[src/rtl/demux_pkg.sv]
// Shared constants, state encoding and the saturating counter helper for the
// 1-to-8 demux dispatcher.
package demux_pkg;

    localparam int NCH        = 8;
    localparam int SELW       = 3;
    localparam int DROP_CNT_W = 8;

    typedef enum logic [0:0] {
        IDLE = 1'b0,
        HOLD = 1'b1
    } state_e;

    // Increment that sticks at all-ones instead of wrapping.
    function automatic logic [DROP_CNT_W-1:0] sat_inc(input logic [DROP_CNT_W-1:0] v);
        logic [DROP_CNT_W-1:0] r;
        if (v == {DROP_CNT_W{1'b1}}) begin
            r = v;
        end else begin
            r = v + {{(DROP_CNT_W-1){1'b0}}, 1'b1};
        end
        return r;
    endfunction

endpackage

[src/rtl/demux_onehot.sv]
// Enable-gated 3-to-8 decoder; turns the held destination into the one-hot
// out_valid vector.
module demux_onehot
    import demux_pkg::*;
(
    input  logic            en_i,
    input  logic [SELW-1:0] sel_i,
    output logic [NCH-1:0]  onehot_o
);

    // Decode the destination only while a word is held.
    always_comb begin
        onehot_o = {NCH{1'b0}};
        if (en_i) begin
            onehot_o = {{(NCH-1){1'b0}}, 1'b1} << sel_i;
        end else begin
            onehot_o = {NCH{1'b0}};
        end
    end

endmodule

[src/rtl/demux_dispatch.sv]
// Single-entry flow-controlled 1-to-8 dispatcher with stall timeout and drop
// counting. Define DEMUX_RR_EN to replace in_sel with a round-robin pointer.
module demux_dispatch
    import demux_pkg::*;
#(
    parameter int DW      = 8,
    parameter int TIMEOUT = 15
) (
    input  logic                  clk,
    input  logic                  rst,
    input  logic                  in_valid,
    output logic                  in_ready,
    input  logic [DW-1:0]         in_data,
    input  logic [SELW-1:0]       in_sel,
    output logic [NCH-1:0]        out_valid,
    input  logic [NCH-1:0]        out_ready,
    output logic [DW-1:0]         out_data,
    output logic                  busy,
    output logic                  drop,
    output logic [DROP_CNT_W-1:0] drop_cnt
);

    localparam int WCW = (TIMEOUT < 1) ? 1 : $clog2(TIMEOUT + 1);
    localparam logic [WCW-1:0] WAIT_LAST = (TIMEOUT == 0) ? {WCW{1'b0}} : WCW'(TIMEOUT - 1);
    localparam logic           TO_EN     = (TIMEOUT != 0);

    state_e                  state_q, state_d;
    logic [DW-1:0]           data_q, data_d;
    logic [SELW-1:0]         sel_q, sel_d;
    logic [WCW-1:0]          wait_cnt_q, wait_cnt_d;
    logic [DROP_CNT_W-1:0]   drop_cnt_q, drop_cnt_d;

    logic                    hold_s;
    logic                    dest_ready_s;
    logic                    capture_s;
    logic                    timeout_s;
    logic [SELW-1:0]         dest_s;

`ifdef DEMUX_RR_EN
    logic [SELW-1:0]         rr_ptr_q, rr_ptr_d;

    assign dest_s = rr_ptr_q;

    // Pointer advances at capture, so a later drop still consumes its slot.
    always_comb begin
        rr_ptr_d = rr_ptr_q;
        if (capture_s) begin
            rr_ptr_d = rr_ptr_q + {{(SELW-1){1'b0}}, 1'b1};
        end else begin
            rr_ptr_d = rr_ptr_q;
        end
    end

    // Round-robin pointer register.
    always_ff @(posedge clk or posedge rst) begin
        if (rst) begin
            rr_ptr_q <= {SELW{1'b0}};
        end else begin
            rr_ptr_q <= rr_ptr_d;
        end
    end
`else
    assign dest_s = in_sel;
`endif

    assign hold_s       = (state_q == HOLD);
    assign dest_ready_s = out_ready[sel_q];
    // in_ready is forced low during reset so nothing looks acceptable then.
    assign in_ready     = ~rst & (~hold_s | dest_ready_s);
    assign capture_s    = in_ready & in_valid;
    assign timeout_s    = TO_EN & hold_s & ~dest_ready_s & (wait_cnt_q == WAIT_LAST);

    assign out_data = data_q;
    assign busy     = hold_s;
    assign drop     = timeout_s;
    assign drop_cnt = drop_cnt_q;

    demux_onehot u_onehot (
        .en_i     (hold_s),
        .sel_i    (sel_q),
        .onehot_o (out_valid)
    );

    // Next-state: completion and capture first, then stall/timeout handling.
    always_comb begin
        state_d    = state_q;
        data_d     = data_q;
        sel_d      = sel_q;
        wait_cnt_d = wait_cnt_q;
        drop_cnt_d = drop_cnt_q;

        case (state_q)
            IDLE: begin
                if (capture_s) begin
                    state_d = HOLD;
                end else begin
                    state_d = IDLE;
                end
            end
            HOLD: begin
                if (dest_ready_s) begin
                    state_d = capture_s ? HOLD : IDLE;
                end else if (timeout_s) begin
                    state_d    = IDLE;
                    drop_cnt_d = sat_inc(drop_cnt_q);
                end else begin
                    state_d    = HOLD;
                    wait_cnt_d = wait_cnt_q + {{(WCW-1){1'b0}}, 1'b1};
                end
            end
            default: begin
                state_d = IDLE;
            end
        endcase

        if (capture_s) begin
            data_d     = in_data;
            sel_d      = dest_s;
            wait_cnt_d = {WCW{1'b0}};
        end else begin
            data_d = data_d;
        end
    end

    // State and datapath registers.
    always_ff @(posedge clk or posedge rst) begin
        if (rst) begin
            state_q    <= IDLE;
            data_q     <= {DW{1'b0}};
            sel_q      <= {SELW{1'b0}};
            wait_cnt_q <= {WCW{1'b0}};
            drop_cnt_q <= {DROP_CNT_W{1'b0}};
        end else begin
            state_q    <= state_d;
            data_q     <= data_d;
            sel_q      <= sel_d;
            wait_cnt_q <= wait_cnt_d;
            drop_cnt_q <= drop_cnt_d;
        end
    end

endmodule

[config.mk]
export PLATFORM = sky130hd
export DESIGN_NAME = demux_dispatch
export DESIGN_NICKNAME = d
export VERILOG_FILES = /design/src/rtl/demux_pkg.sv /design/src/rtl/demux_onehot.sv /design/src/rtl/demux_dispatch.sv
export SDC_FILE = /design/constraint.sdc
export NUM_CORES = 1
export LEC_CHECK = 0
export ABC_AREA = 1
export ABC_CLOCK_PERIOD_IN_PS = 3570
export CAP_MARGIN = 20
export CORE_ASPECT_RATIO = 1.25
export CORE_UTILIZATION = 50
export CTS_BUF_LIST = sky130_fd_sc_hd__clkbuf_2 sky130_fd_sc_hd__clkbuf_4 sky130_fd_sc_hd__clkbuf_8
export CTS_CLUSTER_DIAMETER = 200
export DETAILED_ROUTE_END_ITERATION = 12
export PLACE_DENSITY = 0.95
export SETUP_SLACK_MARGIN = 0.3
export SLEW_MARGIN = 20
export SYNTH_ARGS = -nofsm -noshare
export SYNTH_HDL_FRONTEND = slang
export SYNTH_SLANG_ARGS = --single-unit
[constraint.sdc]
create_clock -name clk -period 3.57 [get_ports clk]
set_input_delay 0.714 -clock clk [delete_from_list [all_inputs] [get_ports clk]]
set_output_delay 0.714 -clock clk [all_outputs]
set_load 0.005 [all_outputs]
### Yosys cells after proc, flatten, opt, wreduce, memory -nomap -nowiden

Index checks and enable logic that the tools add are counted.
Widths: inputs -> output; s select.

| storage, ports and cells | value |
|---|---|
| output and inout bits | 27 |
| bits of input ports | 22 |
| flip-flop bits (word level) | 24 |

| operators by class | value |
|---|---|
| bitwise logic cells | 9 |
| muxes and demuxes | 11 |
| magnitude comparators | 1 |
| shift-type cells | 1 |
| equality and inequality tests | 4 |
| add/sub/neg operators | 2 |
| reductions and logical operators | 3 |

Operator list:

| kind | count |
|---|---|
| $mux 4 | 4 |
| $add 8x1->8 const B | 1 |
| $eq 8x8->1 const B | 1 |
| $mux 8 | 1 |
| $shl 1x3->8 const A | 1 |
| $add 4x1->4 const B | 1 |
| $and 1x1->1 | 4 |
| $eq 4x4->1 const B | 1 |
| $lt 3x4->1 const B | 1 |
| $mux 1 | 4 |
| $ne 2x1->1 const B | 2 |
| $not 1->1 | 4 |
| $reduce_and 4->1 | 1 |
| $bmux 1 s3 | 1 |
| $reduce_and 3->1 | 1 |
| $pmux 1 s2 | 1 |
| $reduce_bool 2->1 | 1 |
| $or 1x1->1 | 1 |

### Depth between registers and ports, before layout

Gate-level depths: netlist (run 1).

| depth | value |
|---|---|
| depth in word-level cells | 9 |
| mapped depth | 10 |
| gate-level depth less buffers | 10 |

### Hierarchy

A second synthesis (run 1) with hierarchy kept.

| unflattened totals | value |
|---|---|
| cells, all modules | 164 |
| area, all modules | 1337.5 um^2 |

By module, submodules not included:

| module | sequential area each (um^2) | times used | cells each | area an instance (um^2) |
|---|---|---|---|---|
| demux_dispatch | 600.6 | 1 | 147 | 1273.7 |
| demux_onehot | 0.0 | 1 | 17 | 63.8 |

### Least setup slack after synthesis (run 1)

Ideal clock, no wire load.

| timing path | value |
|---|---|
| kind | in2out |
| start | input port out_ready[7] |
| end | output port in_ready |
| required time | 2.856 ns |
| cell stages on the path | 7 |
| slack | 1.532 ns |
| data arrival time | 1.324 ns |
| buffers on the path | 1 |
| cell sequence | inv_1 o21ai_2 inv_2 nand2_4 nand2_4 nor2_4 buf_6 |

| on the way | value |
|---|---|
| cells in the longest elaborated chain, start to end | 4 |

Ends and longest elaborated chain:

| what | line | source |
|---|---|---|
| start, declared | demux_dispatch.sv:16 | `input logic [NCH-1:0] out_ready,` |
| $bmux 1 s3 | demux_dispatch.sv:67 | `assign dest_ready_s = out_ready[sel_q];` |
| $mux 1 (not written as such) | demux_dispatch.sv:67 |  |
| $or 1x1->1 | demux_dispatch.sv:69 | `assign in_ready = ~rst & (~hold_s \| dest_ready_s);` |
| $and 1x1->1 | demux_dispatch.sv:69 |  |
| end, declared | demux_dispatch.sv:12 | `output logic in_ready,` |

No other way between the ends. The select of a mux whose other input is x is not followed.

### Final worst setup path (run 1)

| timing path | value |
|---|---|
| start | input port out_ready[2] |
| end | output port in_ready |

The elaborated chain is that of the path after synthesis.

==> results.tsv, run 1 <==
stage	metric	value	unit
clocking	ctsHtreeMaxLevel	1	
yosys	yosysWarnings	0	
outcome	outcome	completed	
timing	hold_viol	0	
die	die_w	49.6	µm
timing	fin_crit_sh	88.5	%
global_routing	grt_max_degree	25	
hold_path	min_path_type	reg2reg	
timing	finClkSkew	5.05	ps
die	row_count	21	
worst_setup_path	end_kind	output pin	
clocking	cts.sinks	24	
power	peakVddDrop	0.000501	V
die	start_util	52.8	%
run	maxCapViolCount	0	
global_routing	grt_pass1_vias	1279	
routing	dr.pass1.iters	4	
yosys	syn_avg_cell_area	7.78	µm²
yosys	yosysSeqAreaShare	42.4	%
yosys	synthDistinctLibCells	21	
clocking	cts_root_buf	clkbuf_4	
die	die_y	61.5	µm
worst_setup_path	cp.required	2860	ps
clocking	holdBufCountCts	0	
clocking	insertion_delay	310	ps
global_routing	overflow	0	
yosys	ys_ff_latch	24	
final_layout	area_delta_synth_final	38.1	%
placed_design	gp_congestion	0.820	
yosys	synth_nets	207	
worst_setup_path	path_delay_family	buffers and inverters	
final_layout	final_common_cell	nand2_1	
routing	finalWirelength	3220	µm
timing	setup_viol	0	
worst_setup_path	worstPathArrival	2440	ps
routing	detail_route.wl_per_cell	12.1	µm
clocking	cts_tree	built	
placed_design	place_hpwl	2410	µm
routing	ant_nets	0	
yosys	netlist_area	1420	µm²
yosys	syn_inst	182	
global_routing	grt_use_total	22.5	%
die	ios	49	
worst_setup_path	cpMaxStageDelayCell	clkdlybuf4s50_1	
worst_setup_path	worstPathCellList	clkdlybuf4s50_1 -> nand3_1 -> nand2_1 -> inv_1 -> nand3_4 -> nand2_4 -> nor2_4 -> clkdlybuf4s50_1	
worst_setup_path	worst_setup_path_start_kind	input port	
timing	slew_violations	0	
routing	initialDrtViolationCount	40	
clocking	clockBufferDepth	2	
clocking	cts_made_buffers	3	
final_layout	most-common-layout-cells	nand2_1, clkdlybuf4s50_1, nand3_1	
timing	rsz0062_at_grt	no	
timing	min_period	3160	ps
die	dieArea	3050	µm²
clocking	post_cts_resized	0	
worst_setup_path	crit_top_cell	clkdlybuf4s50_1	
timing	worst_pin_slew	514	ps
final_layout	layout-drive-gt1-share	9.48	%
power	p_int	669	µW
final_layout	diodes	0	
global_routing	antenna_found_initial	0	
routing	drc	0	
routing	vias	1327	
worst_setup_path	crit_type	in2out	
worst_setup_path	path_buf_inv	3	
power	switching_share	39.3	%
final_layout	layout.nets	258	
power	combPwrFrac	49.2	%
timing	relSlewSlack	65.6	%
clocking	cts_setup_buffers	0	
worst_setup_path	cpPeakStageDelay	560	ps
placed_design	io_buffers	48	
global_routing	grt_first_pass_wirelength	5240	µm
clocking	clk_pin_slew	120	ps
timing	max_freq	317	MHz
power	cellLeakagePower	1.00	nW
power	power_density	563	nW/µm²
power	seqPwrFrac	38.1	%
timing	whs	501	ps
timing	tns	0	ps
die	core_area	2680	µm²
worst_setup_path	crit_path_max_fanout	12	
power	clkPwrFrac	12.7	%
power	power.switching	433	µW
routing	via_per_inst	4.99	
-- final timing paths --
check                           depth (start not counted)                     from  slack, ps                   endpoint
min in group asynchronous                               3                      rst        940  wait_cnt_q[0]$_DFFE_PP0P_
worst max register to register                          9     sel_q[0]$_DFFE_PP0P_       1980    drop_cnt[6]$_DFFE_PP0P_
max in group asynchronous                               3                      rst       2400    out_data[0]$_DFFE_PP0P_
worst max-delay path                                    8             out_ready[2]        410                   in_ready
worst min register to register                          2  out_data[0]$_DFFE_PP0P_        500    out_data[0]$_DFFE_PP0P_
worst min-delay path                                    2  out_data[0]$_DFFE_PP0P_        500    out_data[0]$_DFFE_PP0P_
-- stage by stage --
stage	cells	instance area, µm²	total power, mW	util (%)	setup WS (ps)
CTS	266	1950	1.11	72.9	432
finish	266	1950	1.10	72.9	412
detailed placement	262	1920	0.968	71.6	437
floorplan	182	1420	0.738	-	1530
global route	266	1950	1.18	72.9	341
global placement	262	1920	0.948	71.6	465
-- power by group through the flow --
| stage | clock [mW] | combinational, mW | sequential [mW] |
|---|---|---|---|
| after global routing | 0.151 | 0.600 | 0.430 |
| after global placement | 0 | 0.529 | 0.418 |
| final | 0.140 | 0.542 | 0.419 |
| after detailed placement | 0 | 0.544 | 0.424 |
| after floorplan | 0 | 0.321 | 0.417 |
| after CTS | 0.143 | 0.548 | 0.419 |
-- flip-flops by register name, indices dropped and copies added (netlist names) --
| signal | count |
|---|---|
| busy | 1 |
| drop_cnt | 8 |
| out_data | 8 |
| sel_q | 3 |
| wait_cnt_q | 4 |
-- synthesized netlist by cell type --
library cell,number,share of area [%]
dfrtp_1,24,42
inv_1,16,4.2
nor2_4,3,2.4
nor2_1,17,4.5
or2_1,1,0.44
nor2_2,1,0.44
nand2_4,2,1.6
xor2_1,5,3.1
nand3_4,1,1.2
nand4_4,1,1.5
nand2_2,3,1.3
o21ai_2,2,1.2
nor3_1,1,0.35
xnor2_1,3,1.9
nand3_2,2,1.4
nand2_1,65,17
inv_2,2,0.53
nand3_1,27,9.5
buf_6,2,1.6
buf_2,1,0.35
ha_1,3,2.7
-- worst min-delay path, cell delays in order (launching register included) --
cell,delay [ps]
dfrtp_1,360
nand2_1,50
nand2_1,60
-- logic make-up (layout without fill, tap and decap cells) --
| family | count (synthesis) | in the layout | share of synthesized area, % |
|---|---|---|---|
| compound gates | 2 | 2 | 1.24 |
| xor+xnor | 8 | 8 | 4.95 |
| fa+ha+maj | 3 | 3 | 2.65 |
| buf+inv | 21 | 71 | 6.72 |
| flops | 24 | 24 | 42.4 |
| simple gates | 124 | 124 | 42.0 |
-- final cells by class --
cell class                      count  area (µm²)
Sequential cell                    24         601
Timing Repair Buffer               49         488
Multi-Input combinational cell    137         719
Inverter                           18        67.6
Tap cell                           34        42.5
Fill cell                         200         726
Clock buffer                        4        36.3
-- metal layers --
layer	up-vias	global-route usage, %	wire, µm
met5	-	0	0
met4	0	6.94	24
met3	2	2.72	119
met2	30	44.2	1710
met1	629	25.4	1370
li1	666	-	-
Power figures use the tool's default switching activity.
==> run 2, diff against run 1 <==
- CAP_MARGIN: 20 -> not set
==> results of run 2 <==
Same layout as run 1: the final DEF is identical, and so are final timing and power.
==> run 3, diff against run 2 <==
- CORE_MARGIN: not set -> 2
- REMOVE_ABC_BUFFERS: not set -> 1
==> results.tsv, run 3 (synthesis gave the netlist of run 1 again) <==
stage	metric	value	unit	change
global_routing	antenna_found_initial	0		unchanged
timing	slew_violations	0		unchanged
global_routing	overflow	0		unchanged
timing	setup_viol	0		unchanged
routing	drc	0		unchanged
hold_path	min_path_type	reg2reg		
worst_setup_path	cp.required	2860	ps	about the same
power	power_density	605	nW/µm²	+7.3%
timing	worst_pin_slew	551	ps	+37.1 ps
worst_setup_path	worstPathArrival	2230	ps	-210 ps
final_layout	final_common_cell	nand2_1		
global_routing	grt_max_degree	25		unchanged
final_layout	layout.nets	259		+0.39%
timing	max_freq	339	MHz	+7.2%
clocking	holdBufCountCts	0		unchanged
timing	finClkSkew	14.6	ps	+9.52 ps
routing	vias	1384		+4.3%
die	die_y	63.5	µm	+3.3%
worst_setup_path	crit_type	in2out		
clocking	cts.sinks	24		unchanged
routing	dr.pass1.iters	4		unchanged
placed_design	placedCellCount	263		+0.38%
final_layout	fillCellCount	203		+1.5%
die	ios	49		unchanged
clocking	cts_setup_buffers	0		unchanged
clocking	cts_root_buf	clkbuf_4		
worst_setup_path	worst_setup_path_start_kind	input port		
clocking	clk_pin_slew	130	ps	about the same
run	maxCapViolCount	0		unchanged
worst_setup_path	end_kind	output pin		
clocking	clockBufferDepth	2		unchanged
routing	initialDrtViolationCount	44		+10%
power	cellLeakagePower	1.02	nW	+1.2%
die	start_util	52.8	%	unchanged
final_layout	stdcell_count	267		+0.38%
clocking	post_cts_resized	0		unchanged
timing	setup_ws	624	ps	+212 ps
timing	tns	0	ps	unchanged
final_layout	most-common-layout-cells	nand2_1, clkdlybuf4s50_1, nand3_1		
clocking	cts_tree	built		
outcome	outcome	completed		
final_layout	postLayoutCellArea	1980	µm²	+1.2%
placed_design	gp_congestion	0.795		-3.1%
final_layout	area_delta_synth_final	39.8	%	
clocking	insertion_delay	340	ps	+30 ps
routing	finalWirelength	3720	µm	+16%
worst_setup_path	crit_path_max_fanout	3		-9
timing	min_period	2950	ps	-212 ps
power	peakVddDrop	0.000581	V	+16%
routing	detail_route.wl_per_cell	13.9	µm	+15%
timing	rsz0062_at_grt	no		
power	power	1.20	mW	+8.6%
routing	ant_nets	0		unchanged
die	core_area	2680	µm²	unchanged
clocking	cts_made_buffers	3		unchanged
placed_design	io_buffers	48		unchanged
die	die_w	51.6	µm	+4.0%
die	row_count	21		unchanged
final_layout	layout-drive-gt1-share	9.87	%	+0.39 points
timing	hold_viol	0		unchanged
placed_design	dp_worst_setup_slack	622	ps	+185 ps
clocking	ctsHtreeMaxLevel	1		unchanged
routing	via_per_inst	5.18		+3.9%
global_routing	grt_first_pass_wirelength	6180	µm	+18%
timing	relSlewSlack	63.1	%	-2.5 points
global_routing	grt_pass1_vias	1394		+9.0%
final_layout	diodes	0		unchanged
die	dieArea	3270	µm²	+7.4%
placed_design	placedInstanceArea	1930	µm²	+0.39%
placed_design	place_hpwl	2750	µm	+14%
timing	fin_crit_sh	82.5	%	-5.9 points
global_routing	grt_use_total	24.9	%	+2.4 points
-- run 3: final timing paths --
kind                                               from                       to  slack, ps  cells past startpoint
worst min register to register  out_data[0]$_DFFE_PP0P_  out_data[0]$_DFFE_PP0P_        510                      2
worst max register to register     sel_q[1]$_DFFE_PP0P_  out_data[6]$_DFFE_PP0P_       1900                      9
max in group asynchronous                           rst     sel_q[0]$_DFFE_PP0P_       2420                      3
worst max-delay path                       out_ready[3]                 in_ready        620                      8
min in group asynchronous                           rst           busy$_DFF_PP0_        890                      3
worst min-delay path            out_data[0]$_DFFE_PP0P_  out_data[0]$_DFFE_PP0P_        510                      2
-- run 3: routing by layer --
layer	part of all wire (%)	GRT usage, %	wire (µm)	vias up
li1	-	-	-	667
met4	2.4	10.9	89	0
met5	0	0	0	-
met1	41	29.1	1540	677
met3	2.7	1.66	99	9
met2	54	45.2	1990	31
-- run 3: layout make-up --
class	count	area (µm²)	area share, %
timing repair buffer	50	495	25.0
sequential	24	601	30.4
clock inverter	1	30.0	1.52
clock buffer	3	22.5	1.14
multi-input combinational	137	719	36.4
tap	34	42.5	2.15
inverter	18	67.6	3.42
-- run 3: power breakdown --
part / leakage [nW] / total [mW] / internal (mW) / switching (mW)
Combinational: 0.674 / 0.565 / 0.261 / 0.305
Clock: 0.0279 / 0.204 / 0.114 / 0.0904
Sequential: 0.314 / 0.427 / 0.351 / 0.0752
-- run 3: through the flow --
step / util, % / hold WS (ps)
CTS: 73.8 / 503
finish: 73.8 / 506
global route: 73.8 / 540
floorplan: - / 471
global placement: 71.8 / 462
detailed placement: 71.8 / 471
-- run 3: worst max-delay path: stages --
cell and delay [ps]:
clkdlybuf4s50_1 470, inv_1 50, o21ai_2 160, inv_2 60
nand3_4 80, nand2_4 80, nor2_4 100, clkdlybuf4s50_1 520
